--- config.mk ---
export PLATFORM = sky130hd
export DESIGN_NAME = xsw_switch_core
export DESIGN_NICKNAME = d
export VERILOG_FILES = /design/src/rtl/xsw_switch_core.sv
export SDC_FILE = /design/constraint.sdc
export NUM_CORES = 2
export LEC_CHECK = 0
export BUFFER_PORTS_ARGS = -buffer_cell sky130_fd_sc_hd__buf_2
export CORE_ASPECT_RATIO = 2
export CORE_MARGIN = 2
export CORE_UTILIZATION = 51
export CTS_CLUSTER_SIZE = 30
export DETAILED_ROUTE_END_ITERATION = 6
export PLACE_DENSITY = 0.74
export SYNTH_ARGS = -nofsm -noshare
export SYNTH_HDL_FRONTEND = slang
export SYNTH_SLANG_ARGS = --single-unit
--- constraint.sdc ---
create_clock -name clk -period 9.15 [get_ports clk]
set_input_delay 1.3725 -clock clk [delete_from_list [all_inputs] [get_ports clk]]
set_output_delay 1.3725 -clock clk [all_outputs]
set_load 0.005 [all_outputs]
--- src/rtl/xsw_switch_core.sv ---
// N-port crossbar: address-matched routing, per-output round-robin arbiter and
// show-ahead FIFO with registered level flags and a saturating drop counter.
module xsw_switch_core #(
    parameter int N_PORTS    = 8,
    parameter int DATA_W     = 8,
    parameter int ADDR_W     = 8,
    parameter int FIFO_DEPTH = 8,
    parameter int AE_LEVEL   = 1,
    parameter int AF_LEVEL   = 7
) (
    input  logic                        clk,
    input  logic                        reset,
    input  logic [N_PORTS*ADDR_W-1:0]   addr_in,
    input  logic [N_PORTS*DATA_W-1:0]   data_in,
    input  logic [N_PORTS-1:0]          wr_en,
    output logic [N_PORTS-1:0]          data_rcv,
    output logic [N_PORTS*ADDR_W-1:0]   addr_out,
    output logic [N_PORTS*DATA_W-1:0]   data_out,
    output logic [N_PORTS-1:0]          data_rdy,
    input  logic [N_PORTS-1:0]          rd_en,
    input  logic                        port_en,
    input  logic                        port_wr,
    input  logic [N_PORTS-1:0]          port_sel,
    input  logic [ADDR_W-1:0]           port_addr,
    output logic [N_PORTS-1:0]          fifo_empty,
    output logic [N_PORTS-1:0]          fifo_full,
    output logic [N_PORTS-1:0]          fifo_ae,
    output logic [N_PORTS-1:0]          fifo_af,
    output logic [15:0]                 drop_cnt
);
    localparam int SW = (N_PORTS > 1) ? $clog2(N_PORTS) : 1;
    localparam int PW = $clog2(FIFO_DEPTH);
    localparam int CW = PW + 1;

    logic [N_PORTS-1:0][ADDR_W-1:0] paddr_q;
    logic [N_PORTS-1:0][SW-1:0]     rr_q, rr_d;
    logic [N_PORTS-1:0][PW-1:0]     wp_q, rp_q;
    logic [N_PORTS-1:0][CW-1:0]     cnt_q, cnt_d;
    logic [N_PORTS-1:0]             empty_q, full_q, ae_q, af_q;
    logic [15:0]                    drop_q, drop_d;
    logic [16:0]                    drop_sum;
    logic [DATA_W-1:0]              mem_data_q [N_PORTS][FIFO_DEPTH];
    logic [SW-1:0]                  mem_src_q  [N_PORTS][FIFO_DEPTH];

    logic [N_PORTS-1:0]               hit, gnt_vld, push, pop;
    logic [N_PORTS-1:0][SW-1:0]       tgt, gnt_idx;
    logic [N_PORTS-1:0][N_PORTS-1:0]  req;
    logic [4:0]                       miss_n;

    // Descending scan so the lowest-index matching output wins.
    always_comb begin
        hit    = '0;
        tgt    = '0;
        req    = '0;
        miss_n = '0;
        for (int i = 0; i < N_PORTS; i++) begin
            for (int j = N_PORTS - 1; j >= 0; j--) begin
                if (paddr_q[j] == addr_in[i*ADDR_W +: ADDR_W]) begin
                    hit[i] = 1'b1;
                    tgt[i] = SW'(j);
                end
            end
            if (wr_en[i] && hit[i])  req[tgt[i]][i] = 1'b1;
            if (wr_en[i] && !hit[i]) miss_n = miss_n + 5'd1;
        end
    end

    always_comb begin
        gnt_vld = '0;
        gnt_idx = '0;
        rr_d    = rr_q;
        for (int j = 0; j < N_PORTS; j++) begin
            for (int k = 0; k < N_PORTS; k++) begin
                if (!gnt_vld[j] && (cnt_q[j] != CW'(FIFO_DEPTH)) &&
                    req[j][(int'(rr_q[j]) + k) % N_PORTS]) begin
                    gnt_vld[j] = 1'b1;
                    gnt_idx[j] = SW'((int'(rr_q[j]) + k) % N_PORTS);
                end
            end
            if (gnt_vld[j])
                rr_d[j] = (int'(gnt_idx[j]) == N_PORTS - 1) ? '0 : gnt_idx[j] + SW'(1);
        end
    end

    always_comb begin
        data_rcv = '0;
        for (int i = 0; i < N_PORTS; i++)
            data_rcv[i] = wr_en[i] & (~hit[i] | (gnt_vld[tgt[i]] & (gnt_idx[tgt[i]] == SW'(i))));
    end

    always_comb begin
        push = gnt_vld;
        pop  = '0;
        for (int j = 0; j < N_PORTS; j++) begin
            pop[j]   = rd_en[j] & (cnt_q[j] != '0);
            cnt_d[j] = cnt_q[j] + CW'(push[j]) - CW'(pop[j]);
        end
        drop_sum = {1'b0, drop_q} + 17'(miss_n);
        drop_d   = drop_sum[16] ? 16'hFFFF : drop_sum[15:0];
    end

    always_ff @(posedge clk or posedge reset) begin
        if (reset) begin
            for (int j = 0; j < N_PORTS; j++) paddr_q[j] <= ADDR_W'(j);
            rr_q    <= '0;
            wp_q    <= '0;
            rp_q    <= '0;
            cnt_q   <= '0;
            empty_q <= '1;
            full_q  <= '0;
            ae_q    <= '1;
            af_q    <= '0;
            drop_q  <= '0;
        end else begin
            for (int j = 0; j < N_PORTS; j++) begin
                if (port_en && port_wr && port_sel[j]) paddr_q[j] <= port_addr;
                if (push[j]) wp_q[j] <= wp_q[j] + PW'(1);
                if (pop[j])  rp_q[j] <= rp_q[j] + PW'(1);
                empty_q[j] <= (cnt_d[j] == '0);
                full_q[j]  <= (cnt_d[j] == CW'(FIFO_DEPTH));
                ae_q[j]    <= (cnt_d[j] <= CW'(AE_LEVEL));
                af_q[j]    <= (cnt_d[j] >= CW'(AF_LEVEL));
            end
            rr_q   <= rr_d;
            cnt_q  <= cnt_d;
            drop_q <= drop_d;
        end
    end

    // Storage needs no reset: reads are gated by the count.
    always_ff @(posedge clk) begin
        for (int j = 0; j < N_PORTS; j++) begin
            if (push[j]) begin
                mem_data_q[j][wp_q[j]] <= data_in[gnt_idx[j]*DATA_W +: DATA_W];
                mem_src_q[j][wp_q[j]]  <= gnt_idx[j];
            end
        end
    end

    always_comb begin
        data_out = '0;
        addr_out = '0;
        data_rdy = '0;
        for (int j = 0; j < N_PORTS; j++) begin
            data_rdy[j] = (cnt_q[j] != '0);
            if (data_rdy[j]) begin
                data_out[j*DATA_W +: DATA_W] = mem_data_q[j][rp_q[j]];
                addr_out[j*ADDR_W +: ADDR_W] = ADDR_W'(mem_src_q[j][rp_q[j]]);
            end
        end
    end

    assign fifo_empty = empty_q;
    assign fifo_full  = full_q;
    assign fifo_ae    = ae_q;
    assign fifo_af    = af_q;
    assign drop_cnt   = drop_q;

endmodule

==> impl_metrics.env <==
export IMPL_grtUsageTotal_pct=37.4
export IMPL_cp_buffers_inverters=3
export IMPL_synth_cells=5616
export IMPL_worst_pin_slew_ns=1.29
export IMPL_cts_buffers_inserted=81
export IMPL_grt_overflow_total=0
export IMPL_place_hpwl_mm=170
export IMPL_drt_initial_drc_count=6324
export IMPL_grt_pass1_wl_mm=339
export IMPL_critPathMaxFanout=12
export IMPL_synth_seq_cells=920
export IMPL_cp_slowest_cell="dfrtp_1"
export IMPL_drv_cap=0
export IMPL_rsz0062_at_grt="no"
export IMPL_boundaryPins=356
export IMPL_synth_area_leaders="edfxtp_1 34%, dfrtp_1 7.7%, mux4_2 7.6%"
export IMPL_clkLatencyLatePin_ns=0.72
export IMPL_floorplan_core_area_um2=120000
export IMPL_hold_class="reg2reg"
export IMPL_setup_viol=0
export IMPL_drv_slew=0
export IMPL_drc_errors=6
export IMPL_hold_buffers=0
export IMPL_whs_endpoint="rp_q[18]$_DFFE_PP0P_"
export IMPL_grt_max_degree=87
export IMPL_numClockSinks=920
export IMPL_final_setup_skew_ns=0.0338
export IMPL_ys_warn_count=0
export IMPL_grt_pass1_vias=48552
export IMPL_routabilityCongestion=1.11
export IMPL_routed_via_density=6.81
export IMPL_slew_headroom_pct=13.3
export IMPL_cts_tree="built"
export IMPL_synthArstFlopShare_pct=23.5
export IMPL_syn_area_um2=61300
export IMPL_final_design_area_no_fill_um2=67500
export IMPL_final_util_pct=56.3
export IMPL_max_freq_mhz=112
export IMPL_critical_path_class="reg2out"
export IMPL_wl_per_cell_um=31.5
export IMPL_dieArea_um2=123000
export IMPL_finalCriticalPeriod_ns=8.93
export IMPL_crit_family="compound AO/OA/AOI/OAI gates"
export IMPL_fin_ws_ns=0.224
export IMPL_area_delta_synth_final_pct=10.0
export IMPL_whs_path_depth=1
export IMPL_synth_most_common_cell="edfxtp_1"
export IMPL_clk_path_buf_depth=3
export IMPL_cp_common_cell="buf_4"
export IMPL_num_rows=180
export IMPL_clk_pin_slew_worst_paths_ns=0.07
export IMPL_drive_above_1_share_pct=20.6
export IMPL_ant_nets=0
export IMPL_dr_pass1_iters=7
export IMPL_hold_viol=0
export IMPL_tns_ns=0
export IMPL_avgSynthCellArea_um2=10.9
export IMPL_timing_final_crit_share_pct=97.6
export IMPL_place_ws_ns=0.486
export IMPL_synthFlopType="edfxtp_1"
export IMPL_cts_htree_levels=3
export IMPL_rrSetupSlack_ns=1.01
export IMPL_path_cells="xor2_1 -> nor4_1 -> and2_1 -> nor2_1 -> o2111a_1 -> or3_1 -> a32oi_1 -> o211a_1 -> nand4b_1 -> a22o_1 -> buf_4 -> mux2i_1 -> o21ai_0 -> a211oi_1 -> a31oi_1 -> a221oi_1 -> buf_4 -> buf_2"
export IMPL_fp_dieH_um=494
export IMPL_status="finished with violations"
export IMPL_critPathArrivalTime_ns=7.55
export IMPL_cts_resized=0
export IMPL_cts_setup_buffers=0
export IMPL_die_w_um=249
export IMPL_worstRegToRegCells=31
export IMPL_hp_start="rp_q[18]$_DFFE_PP0P_"
export IMPL_num_vias=50577
export IMPL_end_kind="primary output"
export IMPL_nets=6073
export IMPL_critPathRequiredTime_ns=7.78
export IMPL_drt_total_wl_mm=234
export IMPL_synthDistinctLibCells=121
export IMPL_synth_commonest_cells="704 x edfxtp_1, 571 x nand2_1, 364 x nor2_1, 336 x xor2_1, 335 x mux2i_1"
export IMPL_regToRegEndpoint="drop_cnt[4]$_DFF_PP0_"
export IMPL_cts_root_buf="clkbuf_16"
export IMPL_start_util_pct=51.2
export IMPL_cpPeakStageDelay_ns=0.93
export IMPL_antenna_found_initial=35
export IMPL_synth_area_leader_cell="edfxtp_1"
export IMPL_seq_area_frac_synth_pct=43.3
export IMPL_dpl_cell_area_um2=64700
export IMPL_synth_edf_count=704
export IMPL_synth_top_cell_area_share_pct=34.5
export IMPL_regToRegStartpoint="paddr_q[21]$_DFFE_PP0P_"
export IMPL_violations="DRC"
export IMPL_crit_path_start_kind="flop"
export IMPL_portBuffers=315
[per-layer routing]
metal	part of all wire, %	GRT usage (%)
met5	0.10	0
met4	7.0	21.9
met3	11	8.17
met2	45	58.3
met1	37	48.2
[stage by stage]
step           std cells  hold WS, ns
2_1_floorplan       5655        0.521
3_3_place_gp        7261        0.463
3_5_place_dp        7261        0.468
4_1_cts             7411        0.481
5_1_grt             7417        0.499
6_report            7430        0.481
[final cells by class]
type,instances,area (µm²)
diodes,19,47.5
clock buffers,109,2200
clock inverters,41,509
fillers,9891,52300
inverters,151,574
multi-input cells,4110,32400
flip-flops and latches,920,26600
well taps,1547,1940
repair buffers,533,3210
[registers in the layout, indices dropped and copies added, names as in the netlist]
| name | count |
|---|---|
| mem_src_q | 192 |
| rp_q | 24 |
| wp_q | 24 |
| paddr_q | 64 |
| rr_q | 24 |
| fifo_ae | 8 |
| fifo_empty | 8 |
| fifo_af | 8 |
| fifo_full | 8 |
| drop_cnt | 16 |
| cnt_q | 32 |
| mem_data_q | 512 |
[placed cells by master (no fill, tap or decap), drive strengths merged, types with 40 or more instances in the layout]
master	instances
edfxtp	704
nand2	573
buf	533
nor2	368
xor2	336
mux2i	335
xnor2	277
mux4	206
nand3	197
dfrtp	188
o21ai	180
mux2	161
a21oi	152
inv	144
nor4	129
nor3	126
clkbuf	109
ha	103
nand4	102
and2	63
o211ai	43
a211oi	42
conb	40
[logic make-up (layout without fill, tap and decap cells)]
logic type	Yosys count	in the layout	share of synthesized area (%)
mux	702	702	16.0
flops	920	920	43.3
other cells	1	59	0.00611
compound gates	854	854	10.1
fa+ha+maj	113	113	2.41
simple gates	1788	1788	14.6
buf+inv	625	834	4.76
xor+xnor	613	613	8.75
[worst max-delay path by stage]
stage / from / slack [ns] / cells past startpoint / endpoint
final: paddr_q[9]$_DFFE_PP0P_ / 0.22 / 18 / data_rcv[7]
after global routing: addr_in[40] / 0.18 / 18 / data_rcv[0]
after CTS: paddr_q[9]$_DFFE_PP0P_ / 0.54 / 18 / data_rcv[7]
after detailed placement: addr_in[12] / 0.49 / 32 / drop_cnt[4]$_DFF_PP0_
after global placement: addr_in[12] / 0.56 / 32 / drop_cnt[4]$_DFF_PP0_
after floorplan: addr_in[9] / 0.93 / 34 / drop_cnt[11]$_DFF_PP0_
Power is left out: the tool's default activity adds up to more than one toggle a clock period on the data nets, which glitch-free logic cannot reach.
